## config.mk

```make
export PLATFORM = sky130hd
export DESIGN_NAME = qpu_event_dispatch
export DESIGN_NICKNAME = d
export VERILOG_FILES = /design/src/rtl/qpu_dispatch_pkg.sv /design/src/rtl/qpu_sync_fifo.sv /design/src/rtl/qpu_event_dispatch.sv
export SDC_FILE = /design/constraint.sdc
export NUM_CORES = 1
export LEC_CHECK = 0
export ABC_AREA = 1
export BUFFER_PORTS_ARGS = -buffer_cell sky130_fd_sc_hd__buf_2
export CORE_MARGIN = 4
export CORE_UTILIZATION = 52
export DETAILED_ROUTE_END_ITERATION = 7
export PLACE_DENSITY = 0.78
export SYNTH_ARGS = -nofsm -noshare
export SYNTH_HDL_FRONTEND = slang
export SYNTH_SLANG_ARGS = --single-unit
```

## constraint.sdc

```tcl
create_clock -name clk -period 4.4 [get_ports clk]
set_clock_uncertainty 0.15 [all_clocks]
set_input_delay 0.22 -clock clk [delete_from_list [all_inputs] [get_ports clk]]
set_output_delay 0.22 -clock clk [all_outputs]
set_load 0.02 [all_outputs]
```

## src/rtl/qpu_dispatch_pkg.sv

```systemverilog
// Shared widths and the queued event layout for the QPU event dispatcher.
package qpu_dispatch_pkg;

  localparam int unsigned DEF_TIME_W = 32;
  localparam int unsigned DEF_CW_W   = 8;
  localparam int unsigned DEF_CH_NUM = 4;
  localparam int unsigned DEF_DEPTH  = 8;
  localparam int unsigned DEF_CH_W   = $clog2(DEF_CH_NUM);

  // Queue entry at default widths; the dispatcher packs the same field order.
  typedef struct packed {
    logic [DEF_TIME_W-1:0] ev_time;
    logic [DEF_CH_W-1:0]   chan;
    logic [DEF_CW_W-1:0]   cw;
  } entry_t;

  function automatic int unsigned entry_width(input int unsigned time_w,
                                              input int unsigned ch_w,
                                              input int unsigned cw_w);
    return time_w + ch_w + cw_w;
  endfunction

endpackage

```

## src/rtl/qpu_sync_fifo.sv

```systemverilog
// Register-based synchronous FIFO; callers never push when full or pop when empty.
module qpu_sync_fifo #(
  parameter int unsigned W     = 8,
  parameter int unsigned DEPTH = 8
) (
  input  logic                     clk,
  input  logic                     rst,
  input  logic                     push,
  input  logic                     pop,
  input  logic [W-1:0]             wdata,
  output logic [W-1:0]             rdata,
  output logic [$clog2(DEPTH):0]   count
);

  localparam int unsigned AW    = $clog2(DEPTH);
  localparam int unsigned CNT_W = AW + 1;

  logic [W-1:0]  mem [DEPTH];
  logic [AW-1:0] wptr;
  logic [AW-1:0] rptr;

  // Pointers wrap naturally at DEPTH (power of two); count tells full from empty.
  always_ff @(posedge clk or posedge rst) begin
    if (rst) begin
      wptr  <= '0;
      rptr  <= '0;
      count <= '0;
    end else begin
      if (push) wptr <= wptr + AW'(1);
      if (pop)  rptr <= rptr + AW'(1);
      unique case ({push, pop})
        2'b10:   count <= count + CNT_W'(1);
        2'b01:   count <= count - CNT_W'(1);
        default: ;
      endcase
    end
  end

  always_ff @(posedge clk) begin
    if (push) mem[wptr] <= wdata;
  end

  assign rdata = mem[rptr];

endmodule

```

## src/rtl/qpu_event_dispatch.sv

```systemverilog
// Timed event dispatcher: queues timestamped codewords and strobes them onto
// their channel when the free-running timer reaches the event time.
module qpu_event_dispatch import qpu_dispatch_pkg::*; #(
  parameter  int unsigned TIME_W = DEF_TIME_W,
  parameter  int unsigned CW_W   = DEF_CW_W,
  parameter  int unsigned CH_NUM = DEF_CH_NUM,
  parameter  int unsigned DEPTH  = DEF_DEPTH,
  localparam int unsigned CH_W   = (CH_NUM > 1) ? $clog2(CH_NUM) : 1,
  localparam int unsigned CNT_W  = $clog2(DEPTH) + 1
) (
  input  logic              clk,
  input  logic              rst,
  input  logic              i_valid,
  output logic              i_ready,
  input  logic [TIME_W-1:0] i_time,
  input  logic [CH_W-1:0]   i_chan,
  input  logic [CW_W-1:0]   i_cw,
  input  logic              tmr_en,
  input  logic              tmr_clr,
  input  logic              clr_err,
  output logic [CH_NUM-1:0] o_valid,
  output logic [CW_W-1:0]   o_cw,
  output logic [TIME_W-1:0] cur_time,
  output logic [CNT_W-1:0]  count,
  output logic              late_err
);

  localparam int unsigned ENTRY_W = entry_width(TIME_W, CH_W, CW_W);

  logic [ENTRY_W-1:0] head;
  logic [TIME_W-1:0]  head_time;
  logic [CH_W-1:0]    head_chan;
  logic [CW_W-1:0]    head_cw;
  logic [TIME_W-1:0]  diff_c;
  logic               push_c;
  logic               pop_c;
  logic               empty_c;
  logic               hit_c;
  logic               late_c;
  logic               chan_ok_c;

  qpu_sync_fifo #(
    .W     (ENTRY_W),
    .DEPTH (DEPTH)
  ) u_fifo (
    .clk   (clk),
    .rst   (rst),
    .push  (push_c),
    .pop   (pop_c),
    .wdata ({i_time, i_chan, i_cw}),
    .rdata (head),
    .count (count)
  );

  assign i_ready = (count != CNT_W'(DEPTH));
  assign push_c  = i_valid && i_ready;
  assign empty_c = (count == '0);

  // Modular distance from head time: MSB set means the head is still in the future.
  assign {head_time, head_chan, head_cw} = head;
  assign diff_c    = cur_time - head_time;
  assign pop_c     = !empty_c && !diff_c[TIME_W-1];
  assign hit_c     = pop_c && (diff_c == '0);
  assign late_c    = pop_c && (diff_c != '0);
  assign chan_ok_c = ({1'b0, head_chan} < (CH_W+1)'(CH_NUM));

  always_ff @(posedge clk or posedge rst) begin
    if (rst)          cur_time <= '0;
    else if (tmr_clr) cur_time <= '0;
    else if (tmr_en)  cur_time <= cur_time + TIME_W'(1);
  end

  // Issue strobe is one cycle wide; out-of-range channels are consumed silently.
  always_ff @(posedge clk or posedge rst) begin
    if (rst) begin
      o_valid  <= '0;
      o_cw     <= '0;
      late_err <= 1'b0;
    end else begin
      o_valid <= '0;
      if (hit_c && chan_ok_c) begin
        o_valid <= CH_NUM'(1) << head_chan;
        o_cw    <= head_cw;
      end
      if (late_c)       late_err <= 1'b1;
      else if (clr_err) late_err <= 1'b0;
    end
  end

endmodule

```

==> impl_results.md <==
- Vias: 14,600
- Total core area: 0.0348 mm^2
- Post-Syn Area: 0.0185 mm^2
- DRC Markers: 0
- Yosys Warn Count: 0
- Crit-path max cell delay: 0.54 ns
- Syn avg cell area: 10.1 um^2
- Gpl congestion: 0.959
- Num CTS Buffers: 41
- Crit start category: register
- MaxCap Viol Count: 0
- Worst skew pair latency: about 0.56 ns
- Worst r2r path cells: 26
- Distinct cells, synth: 45
- Layout cell share with drive strength beyond 1: 0.169
- Initial Util: 0.531
- PwrDens: between 600 and 700 mW/mm^2
- CTS tree: yes
- Placed cell count: between 2,000 and 2,500
- Vias per cell: 5.79
- Fin cells: 2,529
- Post-Syn Instances: 1,836
- F_max: roughly 240 MHz
- First-pass iteration count of the detailed router: 5
- Post-Synth Simple-Gate Area: 0.185
- CP arrival: 4.50 ns
- Maximum vdd drop: 0.372 mV
- Initial antenna violation count: 2
- Most used cell, CP: nand2_1
- Final net count: roughly 2,100
- Clock root cell: clkbuf_16
- Ratio of final minimum period to clock period: 0.955
- Pin count of the biggest net entering global routing: 64
- Avg WL per Cell: 19.7 um
- Sequential share of the synthesized area: 0.621
- Rel. slew slack: 0.345
- Tmin final: 4.20 ns
- GR Util All Layers: 0.248
- XOR/XNOR Fraction of Synth Area: 0.00379
- CP Capture Type: register
- Global-route wire length before repair: 75.5 mm
- Layout Utilization: 0.636
- Worst-path clk slew: ~0.06 ns
- Flop and latch count out of synthesis: around 390
- Synth Area in Adders: 0.0261
- CTS H-tree depth: 2
- CP delay by family, top: simple AND/OR/NAND/NOR gates
- Row count: 68
- Routed Antenna Nets: 0
- Final Max Tran Viols: 0
- Synth Area in Compound Gates: 0.113
- Die X-Extent: 196 um
- Final hold vios: 0
- Ports: 98
- Critical path class: register to register
- CP max-delay cell: dfrtp_4
- Hold crit path type: input pin to async pin
- WP buf/inv: 5
- Die Y: 196 um
- Setup TNS: 0 ns
- Post-detail-place hpwl: 33.0 mm
- First DRT Iteration DRCs: between 1,000 and 1,500
- Leakage: 8.97 nW
- Max clock buf depth: 3
- Total routed wirelength: between 40 and 50 mm
- Status: completed
- Vias in the first global route: roughly 14,000
- Final setup violation count: 0
- Syn-to-layout area delta: 19.7%
- Worst-path maximum fanout: 23
- Worst path required time: 4.70 ns
- Die area: 0.0386 mm^2
- IO buf count: between 90 and 100
- Clk sink count: 391
- Combinational family with the most area after synthesis: simple AND/OR/NAND/NOR gates
- Critical Path Stages: 26
- Worst Tran Pin Value: approximately 1 ns
- Aggregate global routing overflow: 0
- Mux cell area share after synthesis: 0
- Syn nets: roughly 1,900
==> layout by cell type (no fill, tap or decap), types with 8 or more instances in the layout <==
cell type / n
dfrtp_1: 52
nand4_1: 29
clkbuf_1: 9
nand2_1: 359
clkinv_2: 8
dlygate4sd3_1: 48
inv_2: 12
buf_2: 97
nand2_2: 28
o21ai_0: 202
nor2_2: 16
nand3_1: 61
clkbuf_16: 47
nor2_4: 9
nor3_1: 8
nand3_2: 9
a32o_1: 8
inv_1: 164
nor2_1: 228
edfxtp_1: 336
buf_4: 70
o221ai_1: 29
o21ai_1: 10
o22ai_1: 44
buf_12: 11
a21oi_1: 55
ha_1: 36
==> final timing paths <==
path | slack [ns] | from | to
setup / recovery | 0.20 | u_fifo.rptr[0] | u_fifo.count[2]
hold / removal | 0.16 | rst | cur_time[1]
setup reg to reg | 0.20 | u_fifo.rptr[0] | u_fifo.count[2]
hold reg to reg | 0.32 | o_cw[6] | o_cw[6]
max in group asynchronous | 2.98 | rst | u_fifo.rptr[0]
min in group clk | 0.27 | clr_err | late_err
==> report_power, final <==
group | switching, W | total [W] | internal (W)
logic | 0.00393 | 0.00610 | 0.00216
registers | 0.000191 | 0.00478 | 0.00459
clock network | 0.00144 | 0.00356 | 0.00212
total | 0.00556 | 0.0144 | 0.00887
==> synth_stat cells, drive strengths merged <==
cell      n  area [um^2]
a211oi    1         7.51
a21o      1         7.51
a21oi    60          315
a31oi     3         18.8
a32o      8         80.1
and2      7         46.3
and3      1         6.26
buf      12         67.6
clkbuf   58          219
clkinv    2         7.51
dfrtp    55         1380
edfxtp  336        10100
fa        1         20.0
ha       37          463
inv     178          668
nand2   387         1520
nand3    70          395
nand3b    6         45.0
nand4    33          231
nor2    253          995
nor3     14         95.1
nor3b     3         22.5
nor4      4         25.0
o21a      6         45.0
o21ai   214         1070
o21bai    1         7.51
o221ai   29          254
o22ai    44          275
or2       4         25.0
xnor2     3         26.3
xor2      5         43.8
==> final cells by class <==
cell class | count | area [um^2]
Clock buffer | 57 | 1180
Multi-Input combinational cell | 1195 | 6130
Timing Repair Buffer | 233 | 1860
Antenna cell | 1 | 2.50
Tap cell | 455 | 569
Fill cell | 2604 | 12700
Clock inverter | 17 | 213
Sequential cell | 391 | 11500
Inverter | 180 | 686
==> worst reg2reg max path: cells and delay by family, from the launching register on <==
kind,cells,cell delay (ns)
AO/OA/AOI/OAI,7,0.84
XOR/XNOR,1,0.19
buffers and inverters,5,0.71
adder cells (fa/ha/maj),3,0.70
AND/OR/NAND/NOR,10,0.97
flip-flops,1,0.54
==> metrics by stage <==
stage	total power [W]	hold slack (ns)	setup slack (ns)	instance area (um^2)
floorplan	0.00837	0.160	0.191	18500
global placement	0.0103	0.195	0.254	20000
detailed placement	0.0105	0.207	0.0653	20000
CTS	0.0141	0.164	0.0142	21900
global route	0.0153	0.223	-0.0188	22100
finish	0.0144	0.159	0.197	22100
==> per-layer routing <==
metal,up-vias,global-route usage,share of wire,wire length (um)
met2,681,0.418,0.48,24200
met5,-,0,0.00032,16
met4,2,0.0864,0.034,1710
li1,6788,-,-,-
met1,7041,0.326,0.40,19800
met3,129,0.0458,0.085,4220
==> state kept, by name (all words and copies together), names as in the netlist <==
register,flops
o_valid,4
o_cw,8
late_err,1
u_fifo.rptr,3
u_fifo.mem,336
u_fifo.count,4
u_fifo.wptr,3
cur_time,32
==> logic make-up (layout without fill, tap and decap cells) <==
logic type	after synthesis	in the layout
DFF	391	391
xor gates and xnor gates	8	8
buffers and inverters	250	487
and+or+nand+nor	782	782
adders and majority gates	38	38
AOI/OAI and AO/OA	367	367
other	0	1
==> repair_timing <==
action | CTS | global route
hold buffers | 48 | 0
endpoints found under the setup margin | 0 | 13
hold endpoints to repair | 378 | 0
setup buffers | 0 | 5
gates resized for setup | 0 | 28
Power figures use the tool's default switching activity.
